[config.mk]
export PLATFORM = sky130hd
export DESIGN_NAME = branch_predictor
export DESIGN_NICKNAME = d
export VERILOG_FILES = /design/src/rtl/branch_predictor.sv
export SDC_FILE = /design/constraint.sdc
export NUM_CORES = 2
export LEC_CHECK = 0
export CORE_MARGIN = 10
export CORE_UTILIZATION = 40
export DETAILED_ROUTE_END_ITERATION = 10
export PLACE_DENSITY = 0.62
export SLEW_MARGIN = 25
export SYNTH_ARGS = -nofsm -noshare
export SYNTH_HDL_FRONTEND = slang
export SYNTH_SLANG_ARGS = --single-unit
[constraint.sdc]
create_clock -name clk -period 40.6 [get_ports clk]
set_input_delay 10.15 -clock clk [delete_from_list [all_inputs] [get_ports clk]]
set_output_delay 10.15 -clock clk [all_outputs]
set_load 0.01 [all_outputs]
[src/rtl/branch_predictor.sv]
// Fetch-side direct-mapped predictor: 2-bit saturating counters, tags and branch targets.
// Lookup is combinational and sees pre-update state. One EX update per cycle, never stalls.
module branch_predictor #(
    parameter int XLEN       = 32,
    parameter int INDEX_BITS = 4,
    parameter int CNT_W      = 16
) (
    input  logic             clk,
    input  logic             rst,
    input  logic [XLEN-1:0]  if_pc,
    output logic             pred_taken,
    output logic [XLEN-1:0]  pred_target,
    input  logic             upd_valid,
    input  logic [XLEN-1:0]  upd_pc,
    input  logic             upd_taken,
    input  logic [XLEN-1:0]  upd_target,
    input  logic             upd_pred_taken,
    output logic [CNT_W-1:0] branch_count,
    output logic [CNT_W-1:0] mispred_count
);

    localparam int ENTRIES = 1 << INDEX_BITS;
    localparam int TAG_W   = XLEN - INDEX_BITS - 2;

    logic [ENTRIES-1:0] valid_q;
    logic [TAG_W-1:0]   tag_q    [ENTRIES];
    logic [1:0]         ctr_q    [ENTRIES];
    logic [XLEN-1:0]    target_q [ENTRIES];
    logic [CNT_W-1:0]   branch_count_q, branch_count_d;
    logic [CNT_W-1:0]   mispred_count_q, mispred_count_d;

    logic [INDEX_BITS-1:0] if_idx, upd_idx;
    logic [TAG_W-1:0]      if_tag, upd_tag;
    logic                  if_hit, upd_hit;
    logic                  wr_en;
    logic                  valid_d;
    logic [TAG_W-1:0]      tag_d;
    logic [1:0]            ctr_d;
    logic [XLEN-1:0]       target_d;
    logic [1:0]            unused_pc_bits;

    assign unused_pc_bits = upd_pc[1:0];

    assign if_idx  = if_pc[INDEX_BITS+1:2];
    assign if_tag  = if_pc[XLEN-1:INDEX_BITS+2];
    assign upd_idx = upd_pc[INDEX_BITS+1:2];
    assign upd_tag = upd_pc[XLEN-1:INDEX_BITS+2];

    assign if_hit      = valid_q[if_idx] && (tag_q[if_idx] == if_tag);
    assign pred_taken  = if_hit && ctr_q[if_idx][1];
    assign pred_target = pred_taken ? target_q[if_idx] : if_pc + XLEN'(4);

    assign upd_hit = valid_q[upd_idx] && (tag_q[upd_idx] == upd_tag);

    always_comb begin
        wr_en    = 1'b0;
        valid_d  = valid_q[upd_idx];
        tag_d    = tag_q[upd_idx];
        ctr_d    = ctr_q[upd_idx];
        target_d = target_q[upd_idx];
        if (upd_valid) begin
            if (upd_hit) begin
                wr_en = 1'b1;
                if (upd_taken) begin
                    ctr_d    = (ctr_q[upd_idx] == 2'b11) ? 2'b11 : ctr_q[upd_idx] + 2'd1;
                    target_d = upd_target;
                end else begin
                    ctr_d = (ctr_q[upd_idx] == 2'b00) ? 2'b00 : ctr_q[upd_idx] - 2'd1;
                end
            end else if (upd_taken) begin
                // Allocation evicts whatever aliased into this slot.
                wr_en    = 1'b1;
                valid_d  = 1'b1;
                tag_d    = upd_tag;
                ctr_d    = 2'b10;
                target_d = upd_target;
            end
        end
    end

    always_comb begin
        branch_count_d  = branch_count_q;
        mispred_count_d = mispred_count_q;
        if (upd_valid) begin
            if (branch_count_q != {CNT_W{1'b1}})
                branch_count_d = branch_count_q + CNT_W'(1);
            if ((upd_pred_taken != upd_taken) && (mispred_count_q != {CNT_W{1'b1}}))
                mispred_count_d = mispred_count_q + CNT_W'(1);
        end
    end

    always_ff @(posedge clk or posedge rst) begin
        if (rst) begin
            valid_q <= '0;
            for (int i = 0; i < ENTRIES; i++) begin
                tag_q[i]    <= '0;
                ctr_q[i]    <= 2'b01;
                target_q[i] <= '0;
            end
            branch_count_q  <= '0;
            mispred_count_q <= '0;
        end else begin
            if (wr_en) begin
                valid_q[upd_idx]  <= valid_d;
                tag_q[upd_idx]    <= tag_d;
                ctr_q[upd_idx]    <= ctr_d;
                target_q[upd_idx] <= target_d;
            end
            branch_count_q  <= branch_count_d;
            mispred_count_q <= mispred_count_d;
        end
    end

    assign branch_count  = branch_count_q;
    assign mispred_count = mispred_count_q;

endmodule

==> qor.csv <==
metric,value,unit
run status,"complete, no violations",
worst r2r path cells,10,
cell count after placement,5435,
PD cells,47.2,nW/um2
area of the die,156000,um2
Critical Path AT,16.22,ns
vias in the first global route,35500,
Net Sw Frac,27.7,%
Layout area overhead,11.6,%
antenna violations before repair,8,
Crit path largest cell delay,0.69,ns
setup violators final,0,
ys flop type,dfrtp_1,
Initial Util,40.3,%
Nets,3779,
fmax,0.0379,GHz
R2R Setup Slk,34.88,ns
sequential-to-total area share from yosys stat,44.9,%
first-pass GRT wire length,248000,um
RSZ-0062 raised after global routing,no,
Die Ht,395,um
DRC,0,
Crit. End Element,primary output,
Reg power frac,43.6,%
routed wire length per instance,29.6,um
total track usage,21.1,%
Port Buffers,163,
cts repair resizes,0,
number of routed nets with antenna violations,0,
number of post-CTS setup repair buffers,0,
1st-pass router iterations,5,
Num CTS Buffers,112,
Site Rows,137,
Leak Pwr,0.0271,uW
post-synth top area share,44.1,%
cells along the critical path,buf_8 > buf_4 > buf_4 > mux4_2 > mux4_2 > xnor2_1 > nand2_1 > nor4bb_1 > nand4_1 > nor4bb_4 > buf_4 > mux2_2 > clkdlybuf4s50_1,
Peak VDD IR,0.0366,mV
most frequent CP cell,buf_4,
asr flop ratio synth,100,%
clk buf depth,3,
most frequent cells in the layout,"dfrtp_1 (992), mux2_2 (970), mux4_2 (517), clkdlybuf4s50_1 (155)",
synthesized instance count,3678,
Fin. Hold Viols,0,
Congestion Overflow GR,0,
Synth Warn #,0,
clock tree root buffer cell,clkbuf_16,
Period minus WS final,26.37,ns
Yosys cell types,75,
DP Wirelength,98500,um
WS Path Type,input port to primary output,
# IOs,166,
Clk pwr share,35.7,%
H-tree levels,3,
CTS tree,yes,
setup TNS,0,ns
Synth area leaders,"dfrtp_1 (44%), mux4_2 (21%), mux2_2 (19%), mux2i_1 (2.0%), xnor2_1 (1.3%)",
post-synthesis register bit count,1008,
Mapped Area,56200,um2
Clock transition at path regs,0.06,ns
Critical Path Source Type,input port,
number of DRC markers in iteration 0,2851,
worst r2r dst,target_q[54],
worst flop-to-flop path startpoint,tag_q[11],
routability cong.,0.808,
Logic pwr share,20.7,%
min-delay src,valid_q[14],
critical path required time,30.45,ns
Hold Path End,valid_q[14],
max-cap violations,0,
core area,140000,um2
Crit path max-delay family,buffers and inverters,
largest area contributor in the netlist,dfrtp_1,
"commonest non-fill, non-tap cell in the layout",dfrtp_1,
Die Wd,395,um
switching power,820,uW
Rel. slew slack,23.3,%
Finished Layout Cells,5644,
clk_lat worst skew,0.74,ns
pin slew with the least headroom to its limit,1.15,ns
clk_skew,0.0381,ns
Vias/cell,6.07,
largest net degree at the start of global routing,145,
syn avg cell area,15.3,um2
Post-Route WL,167000,um
Tcrit/Tclk final,65.0,%
Mapped Nets,3782,
Sink Count,1008,
WP buf/inv,5,
Crit Path Max Fanout,68,
Pins Over Slew Limit,0,
"EDFF count, synth",0,
Internal,2140,uW
Crit-path slowest cell,buf_4,
cts hold-fix bufs,0,
layout cells sized above 1,49.5,%
Worst Hold Path Cells,1,
vias post-DR,34300,
hold crit path type,flip-flop to flip-flop,
[how the worst max path moves through the flow]
stage	startpoint	end	slack [ns]	cells past startpoint
2_1_floorplan	rst	branch_count[0]	2.11	1
3_3_place_gp	if_pc[3]	pred_target[11]	14.35	13
3_5_place_dp	if_pc[3]	pred_target[31]	14.35	13
4_1_cts	if_pc[3]	pred_target[31]	14.34	13
5_1_grt	if_pc[3]	pred_target[30]	14.10	13
6_report	if_pc[3]	pred_target[31]	14.23	13
[sequential cells by signal, summed over array words and instances, names as in the netlist]
| name | flops |
|---|---|
| target_q | 512 |
| mispred_count | 16 |
| ctr_q | 32 |
| tag_q | 416 |
| valid_q | 16 |
| branch_count | 16 |
[logic make-up (layout without fill, tap and decap cells)]
kind of cell             Yosys count  after routing  share of synthesized area [%]
XOR/XNOR                         113            113                           1.76
adder cells (fa/ha/maj)            3              3                         0.0668
AO/OA/AOI/OAI                    170            170                           2.26
buffers and inverters            365            453                           3.70
multiplexers                    1695           1695                           44.4
other                              0              2                              0
AND/OR/NAND/NOR                  324            324                           2.95
flip-flops                      1008           1008                           44.9
[Yosys cell counts, types with 7 or more instances]
library cell and n:
buf_2 129, o21ai_0 21, and2_1 21, buf_4 25
xnor2_1 83, or2_2 24, inv_1 16, clkbuf_1 99
nand3_1 38, nand2_1 77, nor4_1 7, nor3_1 9
dfstp_2 16, nand2b_1 10, dfrtp_1 992, mux2_2 970
nand4_1 20, o22ai_1 14, mux2i_1 115, a211oi_1 17
and3_1 16, nor2b_1 27, mux4_2 517, a21oi_1 24
a22oi_1 21, buf_1 33, mux2_4 44, a2bb2oi_1 16
mux2_1 43, buf_6 59, nor2_1 58, xor2_1 30
[layout make-up]
| cell class | instances | area [um2] |
|---|---|---|
| timing repair buffer | 231 | 2290 |
| antenna | 2 | 5.00 |
| multi-input combinational | 2305 | 29000 |
| clock buffer | 167 | 3340 |
| fill | 12400 | 76800 |
| tap | 1876 | 2350 |
| clock inverter | 38 | 469 |
| inverter | 17 | 71.3 |
| sequential | 1008 | 25200 |
[power groups by stage]
stage	clock network [uW]	logic, uW	registers [uW]
after global routing	1120	658	1310
final	1060	614	1290
after floorplan	0	467	1270
after detailed placement	0	613	1310
after global placement	0	604	1300
after CTS	1080	615	1290
[routing by layer]
layer / track usage (%) / wire length [um]
met1: 29.0 / 71900
met2: 33.3 / 78500
met3: 4.90 / 12400
met4: 6.20 / 4340
met5: 0 / 11
[per-stage QoR]
step                      setup WS, ns  total power (uW)  utilization, %  cell area [um2]  hold WS [ns]
after CTS                        14.34              2980            44.9            62700         0.491
after detailed placement         14.35              1920            42.2            58900         0.476
after global placement           14.35              1900            42.2            58800         0.474
after global routing             14.10              3090            45.0            62800         0.510
after floorplan                   2.11              1740               -            56200         0.457
final                            14.23              2960            45.0            62800         0.493
Note: power is estimated with default switching activity, not from simulation.
